**src/rtl/branch_resolve_ctrl_pkg.sv**
```systemverilog
// otter_branch_pkg: shared funct3 codes, FSM state type and pc+4 helper for branch resolution
package otter_branch_pkg;
  localparam logic [2:0] BR_EQ  = 3'b000;
  localparam logic [2:0] BR_NE  = 3'b001;
  localparam logic [2:0] BR_LT  = 3'b100;
  localparam logic [2:0] BR_GE  = 3'b101;
  localparam logic [2:0] BR_LTU = 3'b110;
  localparam logic [2:0] BR_GEU = 3'b111;
  typedef enum logic [1:0] {IDLE, EVAL, FLUSH} br_state_t;
  function automatic logic [31:0] pc_plus4(input logic [31:0] pc);
    return pc + 32'd4;
  endfunction
endpackage

```
**src/rtl/br_cond_unit.sv**
```systemverilog
// br_cond_unit: combinational comparator (a, b -> eq, signed lt, unsigned ltu)
module br_cond_unit (
  input  logic [31:0] a,
  input  logic [31:0] b,
  output logic        eq,
  output logic        lt,
  output logic        ltu
);
  assign eq  = a == b;
  assign lt  = $signed(a) < $signed(b);
  assign ltu = a < b;
endmodule

```
**src/rtl/branch_resolve_ctrl.sv**
```systemverilog
// branch_resolve_ctrl: one-at-a-time branch/jump resolver with redirect, timed flush and saturating perf counters
module branch_resolve_ctrl
  import otter_branch_pkg::*;
#(
  parameter int FLUSH_CYCLES = 2,
  parameter int CNT_W        = 32
) (
  input  logic             clk,
  input  logic             rst_n,
  input  logic             req_valid,
  output logic             req_ready,
  input  logic [2:0]       req_funct3,
  input  logic             req_is_jump,
  input  logic [31:0]      req_rs1,
  input  logic [31:0]      req_rs2,
  input  logic [31:0]      req_pc,
  input  logic [31:0]      req_target,
  input  logic             req_pred_taken,
  input  logic             kill,
  output logic             resolve_valid,
  output logic             resolve_taken,
  output logic             mispredict,
  output logic             illegal,
  output logic             redirect_valid,
  output logic [31:0]      redirect_pc,
  output logic             flush,
  output logic [CNT_W-1:0] branch_count,
  output logic [CNT_W-1:0] mispredict_count
);
  br_state_t   state, state_nx;
  logic [3:0]  cnt, cnt_nx;
  logic [2:0]  funct3;
  logic        is_jump, pred;
  logic [31:0] rs1, rs2, pc, target;
  logic        eq, lt, ltu, ev, ill_c, cond, taken_c, mis_c;
  br_cond_unit u_cond (.a(rs1), .b(rs2), .eq(eq), .lt(lt), .ltu(ltu));
  // funct3[0] inverts the base compare (NE/GE/GEU); 01x is unused for branches
  assign ill_c   = !is_jump && (funct3[2:1] == 2'b01);
  assign cond    = (funct3[2] ? (funct3[1] ? ltu : lt) : eq) ^ funct3[0];
  assign taken_c = is_jump || (!ill_c && cond);
  assign mis_c   = taken_c ^ pred;
  assign ev      = (state == EVAL) && !kill;
  assign req_ready      = rst_n && (state == IDLE);
  assign resolve_valid  = ev;
  assign resolve_taken  = ev && taken_c;
  assign illegal        = ev && ill_c;
  assign mispredict     = ev && mis_c;
  assign redirect_valid = ev && mis_c;
  assign redirect_pc    = ev ? (taken_c ? target : pc_plus4(pc)) : 32'd0;
  assign flush          = (ev && mis_c) || (state == FLUSH);
  always_comb begin
    state_nx = state;
    cnt_nx   = cnt;
    unique case (state)
      IDLE:  state_nx = (req_valid && !kill) ? EVAL : IDLE;
      EVAL: begin
        state_nx = (!kill && mis_c && FLUSH_CYCLES > 1) ? FLUSH : IDLE;
        cnt_nx   = 4'(FLUSH_CYCLES - 1);
      end
      FLUSH: begin
        state_nx = (kill || cnt == 4'd1) ? IDLE : FLUSH;
        cnt_nx   = cnt - 4'd1;
      end
      default: state_nx = IDLE;
    endcase
  end
  always_ff @(posedge clk or negedge rst_n) begin
    if (!rst_n) begin
      state            <= IDLE;
      cnt              <= '0;
      funct3           <= '0;
      is_jump          <= 1'b0;
      pred             <= 1'b0;
      rs1              <= '0;
      rs2              <= '0;
      pc               <= '0;
      target           <= '0;
      branch_count     <= '0;
      mispredict_count <= '0;
    end else begin
      state <= state_nx;
      cnt   <= cnt_nx;
      if (state == IDLE && req_valid && !kill) begin
        funct3  <= req_funct3;
        is_jump <= req_is_jump;
        pred    <= req_pred_taken;
        rs1     <= req_rs1;
        rs2     <= req_rs2;
        pc      <= req_pc;
        target  <= req_target;
      end
      if (ev) begin
        branch_count <= (&branch_count) ? branch_count : branch_count + 1'b1;
        if (mis_c)
          mispredict_count <= (&mispredict_count) ? mispredict_count : mispredict_count + 1'b1;
      end
    end
  end
endmodule

```
**config.mk**
```make
export PLATFORM = sky130hd
export DESIGN_NAME = branch_resolve_ctrl
export DESIGN_NICKNAME = d
export VERILOG_FILES = /design/src/rtl/branch_resolve_ctrl_pkg.sv /design/src/rtl/br_cond_unit.sv /design/src/rtl/branch_resolve_ctrl.sv
export SDC_FILE = /design/constraint.sdc
export NUM_CORES = 1
export LEC_CHECK = 0
export BUFFER_PORTS_ARGS = -buffer_cell sky130_fd_sc_hd__buf_2
export CAP_MARGIN = 10
export CORE_MARGIN = 2
export CORE_UTILIZATION = 42
export CTS_BUF_LIST = sky130_fd_sc_hd__clkbuf_16
export DETAILED_ROUTE_END_ITERATION = 10
export GPL_ROUTABILITY_DRIVEN = 0
export GPL_TIMING_DRIVEN = 0
export PLACE_DENSITY = 0.7
export SKIP_CTS_REPAIR_TIMING = 1
export SYNTH_ARGS = -nofsm -noshare
export SYNTH_HDL_FRONTEND = slang
export SYNTH_HIERARCHICAL = 1
export SYNTH_SLANG_ARGS = --single-unit
```
**constraint.sdc**
```tcl
create_clock -name clk -period 10.7 [get_ports clk]
set_clock_uncertainty 0.1 [all_clocks]
set_input_delay 0 -clock clk [delete_from_list [all_inputs] [get_ports clk]]
set_output_delay 0 -clock clk [all_outputs]
set_load 0.005 [all_outputs]
```
==> results of run 1 <==
==> critical path: cells and delay by family, from the launching register on <==
| kind | cells | cell delay (ns) |
|---|---|---|
| flops | 1 | 0.39 |
| xor+xnor | 1 | 0.17 |
| mux | 1 | 0.12 |
| fa+ha+maj | 1 | 0.33 |
| buf+inv | 2 | 0.70 |
| simple gates | 2 | 0.41 |
| compound gates | 6 | 1.86 |
==> per-stage QoR <==
stage	setup WS, ns	util [%]	cells	hold WS [ns]
final	6.12	58.4	1634	-0.00632
after global routing	5.84	58.4	1634	0.0656
after CTS	6.24	52.6	1498	-0.577
after detailed placement	6.59	49.9	1458	-0.0303
after global placement	5.98	49.7	1457	0.132
after floorplan	7.03	-	899	-0.396
==> layout by cell type, fill, tap and decap left out, types with 3 or more instances in the layout <==
cell	Yosys	routed
dlygate4sd3_1	0	135
mux2_2	135	135
a211oi_1	12	12
nand3_1	43	43
dfrtp_1	203	203
or2_2	4	4
nor4b_1	5	5
mux2i_1	7	7
xor2_1	52	52
a221o_1	3	3
xnor2_1	39	39
o21ai_0	22	22
nand2_1	39	39
buf_2	4	242
inv_1	54	60
clkinv_1	0	4
and3_1	8	8
nor2_1	59	59
nand4_1	25	25
and4_1	9	9
nand2b_1	4	4
ha_1	41	41
a21oi_1	26	26
clkinv_2	0	6
clkbuf_1	29	29
nor3_1	33	33
clkbuf_16	0	23
nor4_1	12	12
or3_1	5	5
==> cell families after synthesis <==
logic type	Yosys count	synth area share (%)
mux	143	15.8
buf+inv	89	3.42
simple gates	257	13.1
compound gates	75	4.60
fa+ha+maj	41	5.06
xor+xnor	91	7.86
flops	203	50.1
==> cell type report <==
cell class / count / area, um2 / share of cell area [%]
clock buffers: 23 / 576 / 4.18
plain buffers: 35 / 144 / 1.04
repair buffers: 375 / 2580 / 18.8
well taps: 319 / 399 / 2.90
clock inverters: 17 / 75.1 / 0.545
multi-input cells: 607 / 4710 / 34.2
flip-flops and latches: 203 / 5080 / 36.9
inverters: 54 / 203 / 1.47
diodes: 1 / 2.50 / 0.0182
==> Yosys cell counts (5+ instances only) <==
master      n
clkbuf_1   29
a21oi_1    26
nand3_1    43
nor4b_1     5
nand2_1    39
inv_1      54
nor3_1     33
mux2i_1     7
nor2_1     59
nor4_1     12
or3_1       5
xnor2_1    39
ha_1       41
nand4_1    25
a211oi_1   12
xor2_1     52
o21ai_0    22
and3_1      8
dfrtp_1   203
mux2_2    135
and4_1      9
==> metal layers <==
| metal | share of wire [%] | track usage, % |
|---|---|---|
| met4 | 2.6 | 5.91 |
| met3 | 5.2 | 4.56 |
| met5 | 0 | 0 |
| met1 | 42 | 25.2 |
| met2 | 50 | 32.2 |
==> power by group <==
part           internal [mW]  switching, mW
Sequential             0.907          0.105
Combinational          0.303          0.278
Clock                  0.387          0.313
Total                   1.60          0.696
==> worst max path at each step <==
stage / to / from / cells past startpoint
global route: redirect_pc[5] / rs2[7] / 14
detailed placement: mispredict_count[26] / rs1[7] / 13
global placement: branch_count[16] / rst_n / 1
floorplan: mispredict_count[24] / rs1[25] / 13
finish: redirect_pc[5] / rs1[7] / 13
CTS: redirect_pc[5] / rs1[25] / 13
==> registers in the layout, summed over array words and instances, names as in the netlist <==
signal and flops:
branch_count 32, mispredict_count 32, pc 32, rs1 32, rs2 32, target 32, cnt 4, funct3 3
state 2, is_jump 1, pred 1
==> metrics.md, run 1 <==
| Metric | Value |
|---|---|
| First-pass GRT wire length | `40000 um` |
| # H-tree levels | `1` |
| Final setup violation count | `0` |
| Yosys Warn Count | `6` |
| Post-Syn Nets | `1077` |
| CP max FO | `10` |
| Seq/Total Area, Yosys | `50.1%` |
| Reg-to-reg critical path endpoint | `mispredict_count[26]` |
| Clock slew at reported path FFs | `0.06 ns` |
| Fillers | `1946` |
| Final period utilization | `42.8%` |
| Design Power | `2.29 mW` |
| Violated checks | `negative hold slack` |
| Clock insertion delay at the later pin of the skew report | `0.51 ns` |
| Peak VDD IR | `154 uV` |
| DRT antenna net count | `0` |
| Finished Cell Area | `0.0138 mm2` |
| Startpoint Class | `register` |
| Crit path DAT | `4.48 ns` |
| Min Tclk post-route | `4.58 ns` |
| Post-DP Area | `0.0118 mm2` |
| FP Rows | `56` |
| Leak | `6.67 nW` |
| Area contributors post-synth | `dfrtp_1, mux2_2, ha_1` |
| Initial antenna violation count | `1` |
| Max clock buf depth | `3` |
| Die footprint | `0.0254 mm2` |
| DR vias | `8153` |
| Share of layout cells above drive strength 1 | `32.0%` |
| Number of global-route vias before repair | `7809` |
| Largest net degree at the start of global routing | `116` |
| Critical-path cell list | `ha_1, a21oi_1, o21ai_0, a221o_1, o31a_1, nor4_2, mux2i_1, xnor2_1, a211oi_4, clkbuf_1, nor2_1, a211oi_1, buf_2` |
| Port Buffers | `239` |
| Outcome | `finished, violations left` |
| Most used DFF post-synth | `dfrtp_1` |
| Nets | `1477` |
| R2R setup slack | `6.57 ns` |
| Max stage delay on crit path | `0.53 ns` |
| 1st-iter DRT viols | `411` |
| Hold Crit Class | `in -> async` |
| Max_slew headroom | `51.8%` |
| Die Y-Extent | `159 um` |
| FF-to-FF Start | `rs1[7]` |
| Vias per inst | `4.99` |
| Hold slack | `-0.00632 ns` |
| Worst Path Required | `10.60 ns` |
| DR WL/cell | `16.7 um` |
| Synth Instances | `899` |
| Seq cells post-synth | `203` |
| Total grt overflow | `0` |
| Die W | `159 um` |
| Pre-antenna DRT Iters | `5` |
| Pins Over Slew Limit | `0` |
| Core ar. | `0.0236 mm2` |
| Cell Area, Synth | `0.0101 mm2` |
| CTS tree | `done` |
| I/O pin total | `240` |
| Fmax | `0.218 GHz` |
| # DRC | `0` |
| Layout area overhead | `35.9%` |
| Largest area contributor in the netlist | `dfrtp_1` |
| Power Dens Cells | `166 mW/mm2` |
| Crit end category | `output port` |
| Total CTS buffers | `23` |
| Total track usage | `19.4%` |
| Share of the synthesized area in the top cell type | `50.1%` |
| Post-synth EDFFs | `0` |
| Setup_tns | `0 ns` |
| Final WL | `27300 um` |
| Crit Path Category | `reg -> out` |
| Netlist cell types | `44` |
| Dpl hpwl | `18000 um` |
| MaxCap Viol Count | `0` |
| Async SR Flop Fraction | `100%` |
| CTS Root Cell | `clkbuf_16` |
| Syn avg cell area | `11.3 um2` |
| Hold Vio Cnt, Final | `1` |
| Slowest-stage cell, CP | `a211oi_4` |
| CTS sink cnt | `203` |
| R2R depth | `13` |
| Slew @ Worst Pin | `0.703 ns` |
| RSZ-0062 raised after global routing | `no` |
| Initial core utilization | `42.9%` |
Power figures use the tool's default switching activity.
==> run 2: changes to the inputs <==
- ABC_AREA: unset -> 1
- PLACE_DENSITY: 0.7 -> 0.71
- clock period: 10.7 -> 4 ns (I/O delays scaled with it)
==> run 2 against run 1 <==
  * The flow still finishes with violations (negative hold slack)
  * Sequential power grew to 2.8 times the previous value
  * Die area grew 14%
  * Flip-flop and latch count is the same
  * Cell count grew 30%
  * Design area grew 12%
  * Non-clock buffer count grew 1
  * Register-to-register slack lost 5.5 ns
  * Largest cell class is now multi-input gates
==> metrics.md, run 2 <==
| Metric | Value |
|---|---|
| Slew @ Worst Pin | `0.693 ns (-0.00968 ns)` |
| Crit Path Category | `reg -> out` |
| Syn avg cell area | `8.48 um2 (-25%)` |
| Synth Instances | `1369 (+52%)` |
| CTS Root Cell | `clkbuf_16` |
| Cell Area, Synth | `0.0116 mm2 (+14%)` |
| Pre-antenna DRT Iters | `5 (unchanged)` |
| Hold Vio Cnt, Final | `24 (+23)` |
| Vias per inst | `4.94 (-0.94%)` |
| Worst setup startpoint | `rs1[11]` |
| Outcome | `finished, violations left` |
| Min Tclk post-route | `3.51 ns` |
| R2R depth | `22 (+9)` |
| DR WL/cell | `15.5 um (-7.2%)` |
| Top delay family on crit path | `simple AND/OR/NAND/NOR gates` |
| Largest area contributor in the netlist | `dfrtp_1` |
| Area contributors post-synth | `dfrtp_1, nand2_1, mux2_2` |
| Initial antenna violation count | `0 (-1)` |
| Max stage delay on crit path | `0.40 ns (-0.13 ns)` |
| Seq cells post-synth | `203 (unchanged)` |
| Seq/Total Area, Yosys | `43.8% (-6.3 points)` |
| Port Buffers | `239 (unchanged)` |
| Critical-path cell list | `ha_1, nand2_1, inv_2, nand3_1, nor3_2, nand2_1, nand2_1, nand2_1, nand2_1, nand2_1, nand2_1, inv_1, nand2_1, nand3_1, nand3_1, nand3_1, nand2_2, buf_6, nand2_4, o21ai_0, buf_2` |
| Layout area overhead | `32.5%` |
| CP max FO | `10 (unchanged)` |
| RSZ-0062 raised after global routing | `no` |
| # placed instances | `1950 (+34%)` |
| CTS sink cnt | `203 (unchanged)` |
| CTS tree | `done` |
| # DRC | `0 (unchanged)` |
| 1st-iter DRT viols | `691 (+68%)` |
| Total CTS buffers | `24 (+4.3%)` |
| Peak VDD IR | `352 uV (+130%)` |
| Share of layout cells above drive strength 1 | `26.2% (-5.9 points)` |
| Crit path buf inv count | `4 (+2)` |
| Startpoint Class | `register` |
| Crit end category | `output port` |
| Hold slack | `-0.0482 ns (-0.0419 ns)` |
| FF-to-FF Start | `rs1[11]` |
| Pins Over Slew Limit | `0 (unchanged)` |
| Top-count cell post-synth | `nand2_1` |
| Clock insertion delay at the later pin of the skew report | `0.54 ns (+0.03 ns)` |
| Most frequent cells in the layout | `nand2_1, buf_2, dfrtp_1` |
| Worst Path Required | `3.90 ns (-6.70 ns)` |
| Most common cell on crit path | `nand2_1` |
| DRT antenna net count | `0 (unchanged)` |
| First-pass GRT wire length | `48100 um (+20%)` |
| I/O pin total | `240 (unchanged)` |
| Design Power | `6.86 mW (+200%)` |
| Setup_tns | `0 ns (unchanged)` |
| Leak | `7.71 nW (+16%)` |
| Initial core utilization | `43.0% (about the same)` |
| Die W | `170 um (+6.8%)` |
| Final setup violation count | `0 (unchanged)` |
| DR vias | `10500 (+29%)` |
| Hold Crit Class | `in -> async` |
| Most common cell after layout, fill and taps aside | `nand2_1` |
| Netlist cell types | `45 (+2.3%)` |
| Final period utilization | `87.7%` |
| Diode count | `0 (-1)` |
| Die Y-Extent | `170 um (+6.8%)` |
| Max clock buf depth | `3 (unchanged)` |
| Max_slew headroom | `53.8% (+2.0 points)` |
| Synth cell count leaders | `nand2_1, dfrtp_1, nor2_1` |
| Most used DFF post-synth | `dfrtp_1` |
| Share of the synthesized area in the top cell type | `43.8% (-6.3 points)` |
| Async SR Flop Fraction | `100% (unchanged)` |
| Critical path depth in cells | `21 (+8)` |
| Die footprint | `0.0290 mm2 (+14%)` |
| Dpl hpwl | `22900 um (+28%)` |
| Yosys Warn Count | `6 (unchanged)` |
| Total track usage | `20.5% (+1.2 points)` |
| Number of global-route vias before repair | `9801 (+26%)` |
| Slowest-stage cell, CP | `dfrtp_1` |
| Fmax | `0.285 GHz` |
| # H-tree levels | `1 (unchanged)` |
| Final WL | `33000 um (+21%)` |
| Power Dens Cells | `446 mW/mm2 (+170%)` |
| Crit path DAT | `3.41 ns (-1.07 ns)` |
| Total grt overflow | `0 (unchanged)` |
| Core ar. | `0.0270 mm2 (+14%)` |
| Nets | `1948 (+32%)` |
| Post-synth EDFFs | `0 (unchanged)` |
| Clock slew at reported path FFs | `0.06 ns (about the same)` |
| MaxCap Viol Count | `0 (unchanged)` |
| Violated checks | `negative hold slack` |
| FP Rows | `60 (+7.1%)` |
| Largest net degree at the start of global routing | `118 (+1.7%)` |
| Layout Cells excl Fill | `2129 (+30%)` |
| Post-Syn Nets | `1547 (+44%)` |
## run 2: changes by cell type in the layout (fill, tap and decap cells not counted), moves of 10 or more
cell,before,now
a211oi_1,12,0
a21oi_1,26,40
buf_2,242,258
clkbuf_1,29,3
inv_1,60,114
mux2_2,135,108
nand2_1,39,379
nand3_1,43,68
nand4_1,25,10
nor2_1,59,162
nor2_2,0,14
nor4_1,12,1
o21ai_0,22,32
xnor2_1,39,15
## run 2: where the power goes
part | internal [mW] | switching, mW | leakage (nW) | total (mW)
clock | 1.23 | 0.901 | 0.376 | 2.13
sequential | 2.47 | 0.313 | 2.49 | 2.78
combinational | 0.891 | 1.06 | 4.84 | 1.95
## run 2: worst paths after layout
path	to	slack (ns)
min	branch_count[0]	-0.05
max	redirect_pc[4]	0.49
max in group asynchronous	target[22]	2.81
min reg2reg	target[20]	0.40
min in group clk	rs2[20]	0.13
max reg2reg	mispredict_count[16]	1.08
## run 2: cell families after synthesis
kind of cell / Yosys count / share of synthesized area, %
AND/OR/NAND/NOR: 706 / 26.3
buffers and inverters: 160 / 6.11
AO/OA/AOI/OAI: 83 / 3.80
multiplexers: 108 / 10.5
XOR/XNOR: 68 / 5.13
adder cells (fa/ha/maj): 41 / 4.42
flip-flops: 203 / 43.8
## run 2: layer usage
| metal | up-vias | track usage, % | share of wire, % |
|---|---|---|---|
| met3 | 76 | 4.42 | 5.4 |
| met4 | 0 | 5.69 | 3.3 |
| met2 | 349 | 35.1 | 49 |
| met1 | 4898 | 26.2 | 42 |
| li1 | 5200 | - | - |
| met5 | - | 0 | 0 |
## run 2: metrics by stage
step	setup WS, ns	area, um2	utilization [%]
after floorplan	1.60	11600	-
after global placement	-0.662	13200	49.0
after detailed placement	1.04	13300	49.1
after CTS	0.444	14000	51.9
after global routing	0.168	15400	56.9
final	0.491	15400	56.9
## run 2: cell type report
class	instances	area [um2]
Timing Repair Buffer	375	2580
Multi-Input combinational cell	1006	5820
Clock buffer	24	601
Buffer	36	240
Fill cell	2338	11600
Clock inverter	20	164
Inverter	124	469
Tap cell	341	427
Sequential cell	203	5080
